`src/rtl/delay_pkg.sv`:
```
// Shared types and constants for the delay-line controller: FSM state encoding,
// gain format and saturation bounds derived from a sample width.
package delay_pkg;

    typedef enum logic [2:0] {
        ST_INIT,
        ST_IDLE,
        ST_READ,
        ST_MIX,
        ST_WRITE
    } state_t;

    localparam int GAIN_W    = 8;
    localparam int GAIN_FRAC = 7;

    function automatic longint sat_max(input int width);
        return (longint'(1) <<< (width - 1)) - longint'(1);
    endfunction

    function automatic longint sat_min(input int width);
        return -(longint'(1) <<< (width - 1));
    endfunction

endpackage

```
`src/rtl/delay_line_ctrl_if.sv`:
```
// Sample-side and memory-side bundles of the delay-line controller.
// Handshake: a sample transfers on a rising clock edge where in_valid && in_ready; out_valid is a one-cycle strobe with no back-pressure.
interface delay_sample_if #(
    parameter int DATA_WIDTH = 31,
    parameter int ADDR_WIDTH = 14
);
    logic                            in_valid;
    logic                            in_ready;
    logic [DATA_WIDTH-1:0]           in_data;
    logic [ADDR_WIDTH-1:0]           delay;
    logic [delay_pkg::GAIN_W-1:0]    gain;
    logic                            out_valid;
    logic [DATA_WIDTH-1:0]           out_data;

    modport master (output in_valid, in_data, delay, gain, input in_ready, out_valid, out_data);
    modport slave  (input in_valid, in_data, delay, gain, output in_ready, out_valid, out_data);
endinterface

interface delay_mem_if #(
    parameter int DATA_WIDTH = 31,
    parameter int ADDR_WIDTH = 14
);
    logic                  we;
    logic [ADDR_WIDTH-1:0] waddr;
    logic [ADDR_WIDTH-1:0] raddr;
    logic [DATA_WIDTH-1:0] wdata;
    logic [DATA_WIDTH-1:0] rdata;

    modport master (output we, waddr, raddr, wdata, input rdata);
    modport slave  (input we, waddr, raddr, wdata, output rdata);
endinterface

```
`src/rtl/delay_sat_mix.sv`:
```
// Wet/dry mixer: scales the delayed sample by an unsigned Q1.7 gain, adds the
// dry sample and saturates to the signed sample range.
module delay_sat_mix
    import delay_pkg::*;
#(
    parameter int DATA_WIDTH = 31
) (
    input  logic signed [DATA_WIDTH-1:0] dry,
    input  logic signed [DATA_WIDTH-1:0] wet,
    input  logic        [GAIN_W-1:0]     gain,
    output logic signed [DATA_WIDTH-1:0] mixed
);
    localparam int PW = DATA_WIDTH + GAIN_W + 1;
    localparam logic signed [PW-1:0] MAX_W = PW'(sat_max(DATA_WIDTH));
    localparam logic signed [PW-1:0] MIN_W = PW'(sat_min(DATA_WIDTH));

    logic signed [PW-1:0] prod;
    logic signed [PW-1:0] scaled;
    logic signed [PW-1:0] sum;

    // PW bits hold the full product and the post-shift sum without overflow.
    assign prod   = PW'(wet) * PW'($signed({1'b0, gain}));
    assign scaled = prod >>> GAIN_FRAC;
    assign sum    = scaled + PW'(dry);

    always_comb begin
        mixed = sum[DATA_WIDTH-1:0];
        if (sum > MAX_W) begin
            mixed = MAX_W[DATA_WIDTH-1:0];
        end else if (sum < MIN_W) begin
            mixed = MIN_W[DATA_WIDTH-1:0];
        end
    end
endmodule

```
`src/rtl/delay_line_ctrl.sv`:
```
// Circular-buffer delay-line controller: clears the memory, then for each sample reads the
// delayed tap, mixes it in and writes the new sample. Define DELAY_FEEDBACK_EN to store the mix instead.
module delay_line_ctrl
    import delay_pkg::*;
#(
    parameter int DATA_WIDTH   = 31,
    parameter int ADDR_WIDTH   = 14,
    parameter int SIZE         = 20000,
    parameter int READ_LATENCY = 2
) (
    input  logic          CLK,
    input  logic          RST,
    delay_sample_if.slave smp,
    delay_mem_if.master   mem,
    output state_t        state
);
    localparam int CW = ADDR_WIDTH + 1;
    localparam int LW = (READ_LATENCY > 1) ? $clog2(READ_LATENCY) : 1;
    localparam logic [CW-1:0]         SIZE_C   = CW'(SIZE);
    localparam logic [ADDR_WIDTH-1:0] D_MAX    = ADDR_WIDTH'(SIZE - 1);
    localparam logic [LW-1:0]         LAT_LAST = LW'(READ_LATENCY - 1);

    state_t                         state_nxt;
    logic [CW-1:0]                  init_cnt, init_cnt_nxt;
    logic [ADDR_WIDTH-1:0]          wptr, wptr_nxt;
    logic [LW-1:0]                  lat_cnt, lat_cnt_nxt;
    logic signed [DATA_WIDTH-1:0]   dry_q, dry_nxt;
    logic [GAIN_W-1:0]              gain_q, gain_nxt;
    logic [ADDR_WIDTH-1:0]          dly_q, dly_nxt;
    logic [ADDR_WIDTH-1:0]          raddr, raddr_nxt;
    logic [ADDR_WIDTH-1:0]          waddr, waddr_nxt;
    logic [DATA_WIDTH-1:0]          wdata, wdata_nxt;
    logic                           we, we_nxt;
    logic                           out_valid, out_valid_nxt;
    logic [DATA_WIDTH-1:0]          out_data, out_data_nxt;
    logic                           in_ready, in_ready_nxt;
    logic [ADDR_WIDTH-1:0]          eff_delay;
    logic signed [DATA_WIDTH-1:0]   mixed;
    logic [DATA_WIDTH-1:0]          fb_data;

    function automatic logic [ADDR_WIDTH-1:0] rd_addr(input logic [ADDR_WIDTH-1:0] w,
                                                      input logic [ADDR_WIDTH-1:0] d);
        logic [CW-1:0] a;
        if (w >= d) a = {1'b0, w} - {1'b0, d};
        else        a = {1'b0, w} + SIZE_C - {1'b0, d};
        return a[ADDR_WIDTH-1:0];
    endfunction

    // A delay of zero would read the slot being written, so it is pushed to one.
    always_comb begin
        eff_delay = smp.delay;
        if (smp.delay == '0) begin
            eff_delay = ADDR_WIDTH'(1);
        end else if ({1'b0, smp.delay} >= SIZE_C) begin
            eff_delay = D_MAX;
        end
    end

    delay_sat_mix #(.DATA_WIDTH(DATA_WIDTH)) u_mix (
        .dry   (dry_q),
        .wet   (mem.rdata),
        .gain  (gain_q),
        .mixed (mixed)
    );

`ifdef DELAY_FEEDBACK_EN
    assign fb_data = mixed;
`else
    assign fb_data = dry_q;
`endif

    always_comb begin
        state_nxt     = state;
        init_cnt_nxt  = init_cnt;
        wptr_nxt      = wptr;
        lat_cnt_nxt   = lat_cnt;
        dry_nxt       = dry_q;
        gain_nxt      = gain_q;
        dly_nxt       = dly_q;
        raddr_nxt     = raddr;
        waddr_nxt     = waddr;
        wdata_nxt     = wdata;
        out_data_nxt  = out_data;
        in_ready_nxt  = in_ready;
        we_nxt        = 1'b0;
        out_valid_nxt = 1'b0;
        case (state)
            ST_INIT: begin
                if (init_cnt == SIZE_C) begin
                    state_nxt    = ST_IDLE;
                    in_ready_nxt = 1'b1;
                    wptr_nxt     = '0;
                end else begin
                    we_nxt       = 1'b1;
                    waddr_nxt    = init_cnt[ADDR_WIDTH-1:0];
                    wdata_nxt    = '0;
                    init_cnt_nxt = init_cnt + CW'(1);
                end
            end
            ST_IDLE: begin
                if (smp.in_valid) begin
                    dry_nxt      = smp.in_data;
                    gain_nxt     = smp.gain;
                    dly_nxt      = eff_delay;
                    raddr_nxt    = rd_addr(wptr, eff_delay);
                    lat_cnt_nxt  = '0;
                    in_ready_nxt = 1'b0;
                    state_nxt    = ST_READ;
                end
            end
            ST_READ: begin
                raddr_nxt = rd_addr(wptr, dly_q);
                if (lat_cnt == LAT_LAST) state_nxt = ST_MIX;
                else                     lat_cnt_nxt = lat_cnt + LW'(1);
            end
            ST_MIX: begin
                out_data_nxt  = mixed;
                we_nxt        = 1'b1;
                waddr_nxt     = wptr;
                wdata_nxt     = fb_data;
                out_valid_nxt = 1'b1;
                state_nxt     = ST_WRITE;
            end
            ST_WRITE: begin
                wptr_nxt     = ({1'b0, wptr} == SIZE_C - CW'(1)) ? '0 : wptr + ADDR_WIDTH'(1);
                in_ready_nxt = 1'b1;
                state_nxt    = ST_IDLE;
            end
            default: state_nxt = ST_INIT;
        endcase
    end

    always_ff @(posedge CLK or posedge RST) begin
        if (RST) begin
            state     <= ST_INIT;
            init_cnt  <= '0;
            wptr      <= '0;
            lat_cnt   <= '0;
            dry_q     <= '0;
            gain_q    <= '0;
            dly_q     <= '0;
            raddr     <= '0;
            waddr     <= '0;
            wdata     <= '0;
            we        <= 1'b0;
            out_valid <= 1'b0;
            out_data  <= '0;
            in_ready  <= 1'b0;
        end else begin
            state     <= state_nxt;
            init_cnt  <= init_cnt_nxt;
            wptr      <= wptr_nxt;
            lat_cnt   <= lat_cnt_nxt;
            dry_q     <= dry_nxt;
            gain_q    <= gain_nxt;
            dly_q     <= dly_nxt;
            raddr     <= raddr_nxt;
            waddr     <= waddr_nxt;
            wdata     <= wdata_nxt;
            we        <= we_nxt;
            out_valid <= out_valid_nxt;
            out_data  <= out_data_nxt;
            in_ready  <= in_ready_nxt;
        end
    end

    assign smp.in_ready  = in_ready;
    assign smp.out_valid = out_valid;
    assign smp.out_data  = out_data;
    assign mem.we        = we;
    assign mem.waddr     = waddr;
    assign mem.raddr     = raddr;
    assign mem.wdata     = wdata;
endmodule

```
`src/flat_wrapper.sv`:
```
// flat-port wrapper written by rule: the top's interface ports become plain ports
module delay_line_ctrl_flat import delay_pkg::*;
#(
    parameter int DATA_WIDTH   = 31,
    parameter int ADDR_WIDTH   = 14,
    parameter int SIZE         = 20000,
    parameter int READ_LATENCY = 2
)
  (CLK, RST, state, smp_in_valid, smp_in_data, smp_delay, smp_gain, smp_in_ready, smp_out_valid, smp_out_data, mem_we, mem_waddr, mem_raddr, mem_wdata, mem_rdata);
  delay_sample_if #(.DATA_WIDTH(DATA_WIDTH), .ADDR_WIDTH(ADDR_WIDTH)) smp_i ();
  delay_mem_if #(.DATA_WIDTH(DATA_WIDTH), .ADDR_WIDTH(ADDR_WIDTH)) mem_i ();
  input  logic CLK;
  input  logic RST;
  output state_t state;
  input wire logic [$bits(smp_i.in_valid)-1:0] smp_in_valid;
  input wire logic [$bits(smp_i.in_data)-1:0] smp_in_data;
  input wire logic [$bits(smp_i.delay)-1:0] smp_delay;
  input wire logic [$bits(smp_i.gain)-1:0] smp_gain;
  output wire logic [$bits(smp_i.in_ready)-1:0] smp_in_ready;
  output wire logic [$bits(smp_i.out_valid)-1:0] smp_out_valid;
  output wire logic [$bits(smp_i.out_data)-1:0] smp_out_data;
  output wire logic [$bits(mem_i.we)-1:0] mem_we;
  output wire logic [$bits(mem_i.waddr)-1:0] mem_waddr;
  output wire logic [$bits(mem_i.raddr)-1:0] mem_raddr;
  output wire logic [$bits(mem_i.wdata)-1:0] mem_wdata;
  input wire logic [$bits(mem_i.rdata)-1:0] mem_rdata;
  assign smp_i.in_valid = smp_in_valid;
  assign smp_i.in_data = smp_in_data;
  assign smp_i.delay = smp_delay;
  assign smp_i.gain = smp_gain;
  assign smp_in_ready = smp_i.in_ready;
  assign smp_out_valid = smp_i.out_valid;
  assign smp_out_data = smp_i.out_data;
  assign mem_we = mem_i.we;
  assign mem_waddr = mem_i.waddr;
  assign mem_raddr = mem_i.raddr;
  assign mem_wdata = mem_i.wdata;
  assign mem_i.rdata = mem_rdata;
  delay_line_ctrl #(.DATA_WIDTH(DATA_WIDTH), .ADDR_WIDTH(ADDR_WIDTH), .SIZE(SIZE), .READ_LATENCY(READ_LATENCY)) u_core (.CLK(CLK), .RST(RST), .smp(smp_i), .mem(mem_i), .state(state));
endmodule
```
`config.mk`:
```
export PLATFORM = sky130hd
export DESIGN_NAME = delay_line_ctrl_flat
export DESIGN_NICKNAME = d
export VERILOG_FILES = /design/src/rtl/delay_pkg.sv /design/src/rtl/delay_line_ctrl_if.sv /design/src/rtl/delay_sat_mix.sv /design/src/rtl/delay_line_ctrl.sv /design/src/flat_wrapper.sv
export SDC_FILE = /design/constraint.sdc
export NUM_CORES = 1
export LEC_CHECK = 0
export CAP_MARGIN = 20
export CORE_UTILIZATION = 60
export CTS_CLUSTER_SIZE = 30
export DETAILED_ROUTE_END_ITERATION = 8
export PLACE_DENSITY = 0.83
export SLEW_MARGIN = 20
export SYNTH_ARGS = -nofsm -noshare
export SYNTH_HDL_FRONTEND = slang
export SYNTH_SLANG_ARGS = --single-unit
```
`constraint.sdc`:
```
create_clock -name CLK -period 9.9 [get_ports CLK]
set_input_delay 0.99 -clock CLK [delete_from_list [all_inputs] [get_ports CLK]]
set_output_delay 0.99 -clock CLK [all_outputs]
set_load 0.05 [all_outputs]
```
After elaboration in Yosys (flattened, before gate mapping)

Cells that the tools add are included.

Reduce and logical (&&, ||, !) cells: 13
$lt $le $gt $ge: 5
Multiply operators: 1
Eq/ne operators: 9
Bitwise gates (word level): 1
Add/subtract/negate cells: 9
Multiplexer cells: 26

Operators with widths:

| cell                                                                              | count |
|---|---|
| 14-bit 2-to-1 mux                                                                 | 7 |
| 31-bit 2-to-1 mux                                                                 | 3 |
| 14-bit case mux with 2 select lines                                               | 3 |
| 31-bit case mux with 2 select lines                                               | 1 |
| 14-bit subtractor                                                                 | 4 |
| 31-bit by 9-bit multiplier with 40-bit output                                     | 1 |
| 33-bit by 31-bit adder with 34-bit output                                         | 1 |
| 34-bit by 31-bit greater-than comparator with 1-bit output, second input constant | 1 |
| 34-bit by 31-bit less-than comparator with 1-bit output, second input constant    | 1 |
| 14-bit >= comparator                                                              | 2 |
| 15-bit by 1-bit adder with 15-bit output, second input constant                   | 1 |
| 15-bit == test, second input constant                                             | 1 |
| 14-bit by 15-bit >= comparator with 1-bit output, second input constant           | 1 |
| 3-bit case mux with 5 select lines                                                | 1 |
| 14-bit by 1-bit adder with 14-bit output, second input constant                   | 1 |
| 14-bit by 12-bit adder with 14-bit output, second input constant                  | 1 |
| 14-bit logical NOT                                                                | 1 |
| 2-bit AND reduction                                                               | 5 |
| 3-bit 2-to-1 mux                                                                  | 3 |
| 3-bit by 2-bit == test with 1-bit output, second input constant                   | 2 |
| 3-bit AND reduction                                                               | 2 |
| 2-bit nonzero test                                                                | 3 |
| 1-bit 2-to-1 mux                                                                  | 5 |
| 2-bit by 1-bit != test with 1-bit output, second input constant                   | 2 |
| 9 further kinds                                                                   | 11 |

Bits in registers: 179
Input port bits: 87

Depth between registers and ports, before layout

Gate-level depths: netlist (run 1).

Depth in word-level cells: 7
Depth in mapped cells: 33
Depth with buffers taken out: 31

Cells and area by module

From an unflattened synthesis (run 1), not the netlist that was laid out.

Cells, all modules: 2,376
Area total of the unflattened synthesis: 20,045.5 sq um

Modules (own cells, without submodules):

| module          | cells an instance | sequential area each (sq um) | times used | area each (sq um) |
|---|---|---|---|---|
| delay_sat_mix   | 1,251             | 0.0                          | 1          | 10,242.3 |
| delay_line_ctrl | 1,125             | 4,479.3                      | 1          | 9,803.2 |

Worst setup path after synthesis (run 1)

No wires, ideal clock.

Path type: in2reg
Start: input port mem_rdata[4]
End: register u_core.out_data[24] (netlist: u_core.smp.out_data[24])
Slack: 2.067 ns
Path buffers: 1
Cell stages on the path: 30
Setup time: 0.126 ns
Arrival time: 7.707 ns
Data required time: 9.774 ns
Cell sequence: and2_1 -> fa_1 -> fa_1 -> fa_1 -> inv_1 -> fa_1 -> inv_1 -> ha_1 -> a21o_1 -> a21oi_1 -> o31ai_1 -> a21o_1 -> a21oi_1 -> nor2_1 -> o21a_1 -> o21ai_0 -> a21oi_1 -> xor2_1 -> ha_1 -> a21oi_1 -> o21ai_0 -> a21o_2 -> a221oi_2 -> o21ai_2 -> a41oi_2 -> a31oi_1 -> xnor2_1 -> o31a_2 -> buf_6 -> a221o_1

Longest elaborated chain between the ends: 5
Elaborated cells between the ends (all ways): 6
Classes of those cells: 1 x add/sub; 1 x mul; 2 x order compare; 2 x mux

RTL lines:

| what                                                    | line                   | RTL |
|---|---|---|
| from (decl)                                             | flat_wrapper.sv:26     | `input wire logic [$bits(mem_i.rdata)-1:0] mem_rdata;` |
| 31-bit by 9-bit multiplier with 40-bit output (*)       | delay_sat_mix.sv:22    | `assign prod = PW'(wet) * PW'($signed({1'b0, gain}));` |
| 33-bit by 31-bit adder with 34-bit output (*)           | delay_sat_mix.sv:24    | `assign sum = scaled + PW'(dry);` |
| 34-bit by 31-bit less-than comparator with 1-bit output | delay_sat_mix.sv:30    | `end else if (sum < MIN_W) begin` |
| 31-bit 2-to-1 mux                                       | delay_sat_mix.sv:30    |  |
| 31-bit 2-to-1 mux (*)                                   | delay_sat_mix.sv:28    | `if (sum > MAX_W) begin` |
| to (signal assigned)                                    | delay_line_ctrl.sv:162 | `out_data <= out_data_nxt;` |
| to (decl)                                               | delay_line_ctrl.sv:35  | `logic [DATA_WIDTH-1:0] out_data, out_data_nxt;` |

Mark *: on every way between the ends. The rest lies on a longest branch, timed or not.
A chain may end at the register's enable or synchronous reset.

Worst setup path after layout (run 1)

Start: input port mem_rdata[7]
End: register u_core.out_data[5] (netlist: u_core.smp.out_data[5])

Same word-level chain as after synthesis.

==> metrics.cfg, run 1 <==
[global_route]
grt.total_usage_pct=32.72
grt_pass1_vias=16502
antenna_found_initial=0
grt_pass1_wl_microns=84880
grt_max_degree=103
overflow=0

[synth]
syn_inst=2183
yosysWarnings=0
synth_edf_count=0
postSynthAreaPerCell_sq_um=8.843
synth-seq-cells=179
ys.flop_type=dfrtp_1
synth_seq_area_share_pct=23.20
yosysUniqueCellTypes=88
synth_nets=2621
async_flop_share_pct=100.0
synthesis.area_sq_mm=0.01930

[finish]
area.growth.synth_to_final_pct=13.92
diodes=0
fin_nets=2757
layout-drive-gt1-share_pct=3.816
nFillCells=2378

[floorplanning]
fp.dieW_microns=181.4
core_sq_mm=0.03164
row_count=65
initial_utilization_pct=61.02
ioPinCount=183
floorplan.die_area_sq_mm=0.03290
fp.dieH_microns=181.4

[setup_path]
cpPeakStageDelay_ps=650
r2r-end=u_core.smp.out_data[5]
cp_max_fo=30
cp-end-kind=flip-flop
cp-start-kind=primary input
crit_arrival_ps=9170
regToRegSetupSlack_ps=1210
ff2ff_path_depth=30
critPathSlowestCell=clkdlybuf4s50_1
critPathKind=in2reg
required_ps=10280
crit-reg2reg-launch=u_core.gain_q[3]
crit_top_cell=fa_1

[timing]
finalSetupTns_ps=0
slew-limit-headroom_pct=25.04
tightest_slew_ps=1124
clock.fmax_mhz=113.9
worst_slack_ps=1117
finalSetupViolCount=0
slew_viol_final=0
post-route-min-period_ps=8783
hold_viol_final=0
fin_crit_sh_pct=88.71
finClkSkew_ps=9.565
rsz0062_at_grt=false

[detailed_routing]
drt_iter0_drc=1362
viasPerCell=5.949
dr.pass1.iters=6
drc=0
drt_wl_total_microns=51880
vias=16264
ant_nets=0
wl_per_cell_microns=18.98

[cts]
htreeDepth=4
root_buffer=clkbuf_16
cts_resized=0
cts_num_sinks=179
clk_pin_slew_ps=70
postCtsSetupBuffers=0
hold_buffers=0
cts_inserted_buffers=17
clockBufferDepth=2
clock_latency_ps=450
cts_tree=built

[min_path]
hold_depth=1
hp-start=u_core.init_cnt[14]
holdPathEnd=u_core.init_cnt[14]
hold_class=reg2reg

[placed_design]
gp_congestion=0.9513
port_buffers=182
place_ws_ps=779.4
hpwl_microns=39090

[run_status]
status=finished clean

[flow_run]
drv_cap=0

-- worst max-delay path by stage --
| stage | startpoint | endpoint | slack, ps | cells past startpoint |
|---|---|---|---|---|
| global route | mem_rdata[7] | u_core.smp.out_data[4] | 660 | 32 |
| global placement | mem_rdata[4] | u_core.smp.out_data[3] | 990 | 31 |
| detailed placement | mem_rdata[7] | u_core.smp.out_data[5] | 780 | 32 |
| finish | mem_rdata[7] | u_core.smp.out_data[5] | 1120 | 32 |
| floorplan | mem_rdata[4] | u_core.smp.out_data[24] | 2070 | 30 |
| CTS | mem_rdata[7] | u_core.smp.out_data[5] | 1230 | 32 |
-- critical path, delay by kind of cell --
| kind | cells | cell delay [ps] |
|---|---|---|
| AOI/OAI and AO/OA | 14 | 3390 |
| adders and majority gates | 6 | 2800 |
| buffers and inverters | 5 | 960 |
| and+or+nand+nor | 6 | 900 |
| xor gates and xnor gates | 1 | 100 |
-- registers in the layout, summed over array words and instances (netlist names) --
signal / cells
u_core.dly_q: 14
u_core.dry_q: 31
u_core.gain_q: 8
u_core.init_cnt: 15
u_core.lat_cnt: 1
u_core.mem.raddr: 14
u_core.mem.waddr: 14
u_core.mem.wdata: 31
u_core.mem.we: 1
u_core.smp.in_ready: 1
u_core.smp.out_data: 31
u_core.smp.out_valid: 1
u_core.state: 3
u_core.wptr: 14
-- cell usage in the layout, fill, tap and decap left out, types with 5 or more instances in the layout --
master	instances
and3_1	17
nor2_1	87
o31ai_1	7
o22ai_1	6
o21bai_1	10
a221o_1	31
nor3_1	26
inv_1	279
nand2b_1	10
nand3_1	22
a21oi_1	89
mux2i_1	22
clkdlybuf4s50_1	182
a21o_1	31
and2_1	155
a21boi_0	5
or3_1	6
xnor2_1	79
clkbuf_16	17
o21ai_0	120
xor2_1	44
o21a_1	11
dfrtp_1	178
buf_4	15
inv_6	6
o211ai_1	7
nand4_1	15
o41ai_1	7
a31oi_1	10
fa_1	194
ha_1	157
nor2b_1	10
nand2_1	375
-- kinds of logic after synthesis --
| family | synth area share [%] |
|---|---|
| AO/OA/AOI/OAI | 14.10 |
| XOR/XNOR | 5.580 |
| adder cells (fa/ha/maj) | 30.29 |
| buffers and inverters | 7.518 |
| flip-flops | 23.20 |
| multiplexers | 1.141 |
| AND/OR/NAND/NOR | 18.17 |
-- per-layer routing --
metal | track usage (%) | wire, microns
met5 | 0 | 0
met4 | 15.29 | 2371
met3 | 6.017 | 3830
met2 | 52.68 | 24270
met1 | 43.01 | 21410
-- synthesized netlist by cell type (4+ instances only) --
cell type / n / area [sq um]
a21boi_0: 5 / 37.54
a21o_1: 31 / 232.7
a21oi_1: 89 / 445.4
a221o_1: 31 / 310.3
a31oi_1: 10 / 62.56
a41o_1: 4 / 40.04
and2_1: 156 / 975.9
and3_1: 17 / 106.4
buf_6: 6 / 67.56
clkbuf_1: 68 / 255.2
clkbuf_8: 4 / 55.05
dfrtp_1: 179 / 4479
fa_1: 194 / 3884
ha_1: 157 / 1964
inv_1: 280 / 1051
mux2i_1: 22 / 220.2
nand2_1: 375 / 1408
nand2b_1: 10 / 62.56
nand3_1: 22 / 110.1
nand4_1: 15 / 93.84
nor2_1: 87 / 326.6
nor2b_1: 10 / 62.56
nor3_1: 26 / 130.1
nor4_1: 4 / 25.02
o211ai_1: 7 / 52.55
o21a_1: 11 / 82.58
o21ai_0: 120 / 600.6
o21bai_1: 10 / 75.07
o221ai_1: 4 / 35.03
o22ai_1: 6 / 37.54
o31ai_1: 7 / 52.55
o41ai_1: 7 / 61.31
or3_1: 6 / 37.54
xnor2_1: 79 / 691.9
xor2_1: 44 / 385.4
-- through the flow --
stage / cells / util (%) / hold slack [ps] / area, sq um
after floorplan: 2183 / - / 441.5 / 19300
after global placement: 2701 / 67.55 / 464.9 / 21370
after detailed placement: 2701 / 67.57 / 467.6 / 21380
after CTS: 2733 / 69.42 / 479.8 / 21960
after global routing: 2734 / 69.51 / 516.1 / 21990
final: 2734 / 69.51 / 477.3 / 21990
-- layout make-up --
cell class / count / area, sq um / area share [%]
multi-input combinational: 1642 / 13400 / 60.93
sequential: 179 / 4481 / 20.37
timing repair buffer: 198 / 1962 / 8.921
inverter: 281 / 1060 / 4.819
tap: 402 / 503.0 / 2.287
clock buffer: 17 / 425.4 / 1.934
clock inverter: 15 / 161.4 / 0.7340
Power of run 1 is not shown: default switching activity piles up to over one toggle a cycle in this logic, so the estimate is an artifact.
==> inputs of run 2 (changes only) <==
--- a/config.mk
+++ b/config.mk
@@ -7,7 +7,7 @@
 export LEC_CHECK = 0
 export CAP_MARGIN = 20
 export CORE_UTILIZATION = 60
-export CTS_CLUSTER_SIZE = 30
+export CTS_CLUSTER_SIZE = 12
 export DETAILED_ROUTE_END_ITERATION = 8
 export PLACE_DENSITY = 0.83
 export SLEW_MARGIN = 20
==> results of run 2 <==
Final layout, timing and power as in run 1 (identical DEF).
Power of run 2 is left out for the same reason.
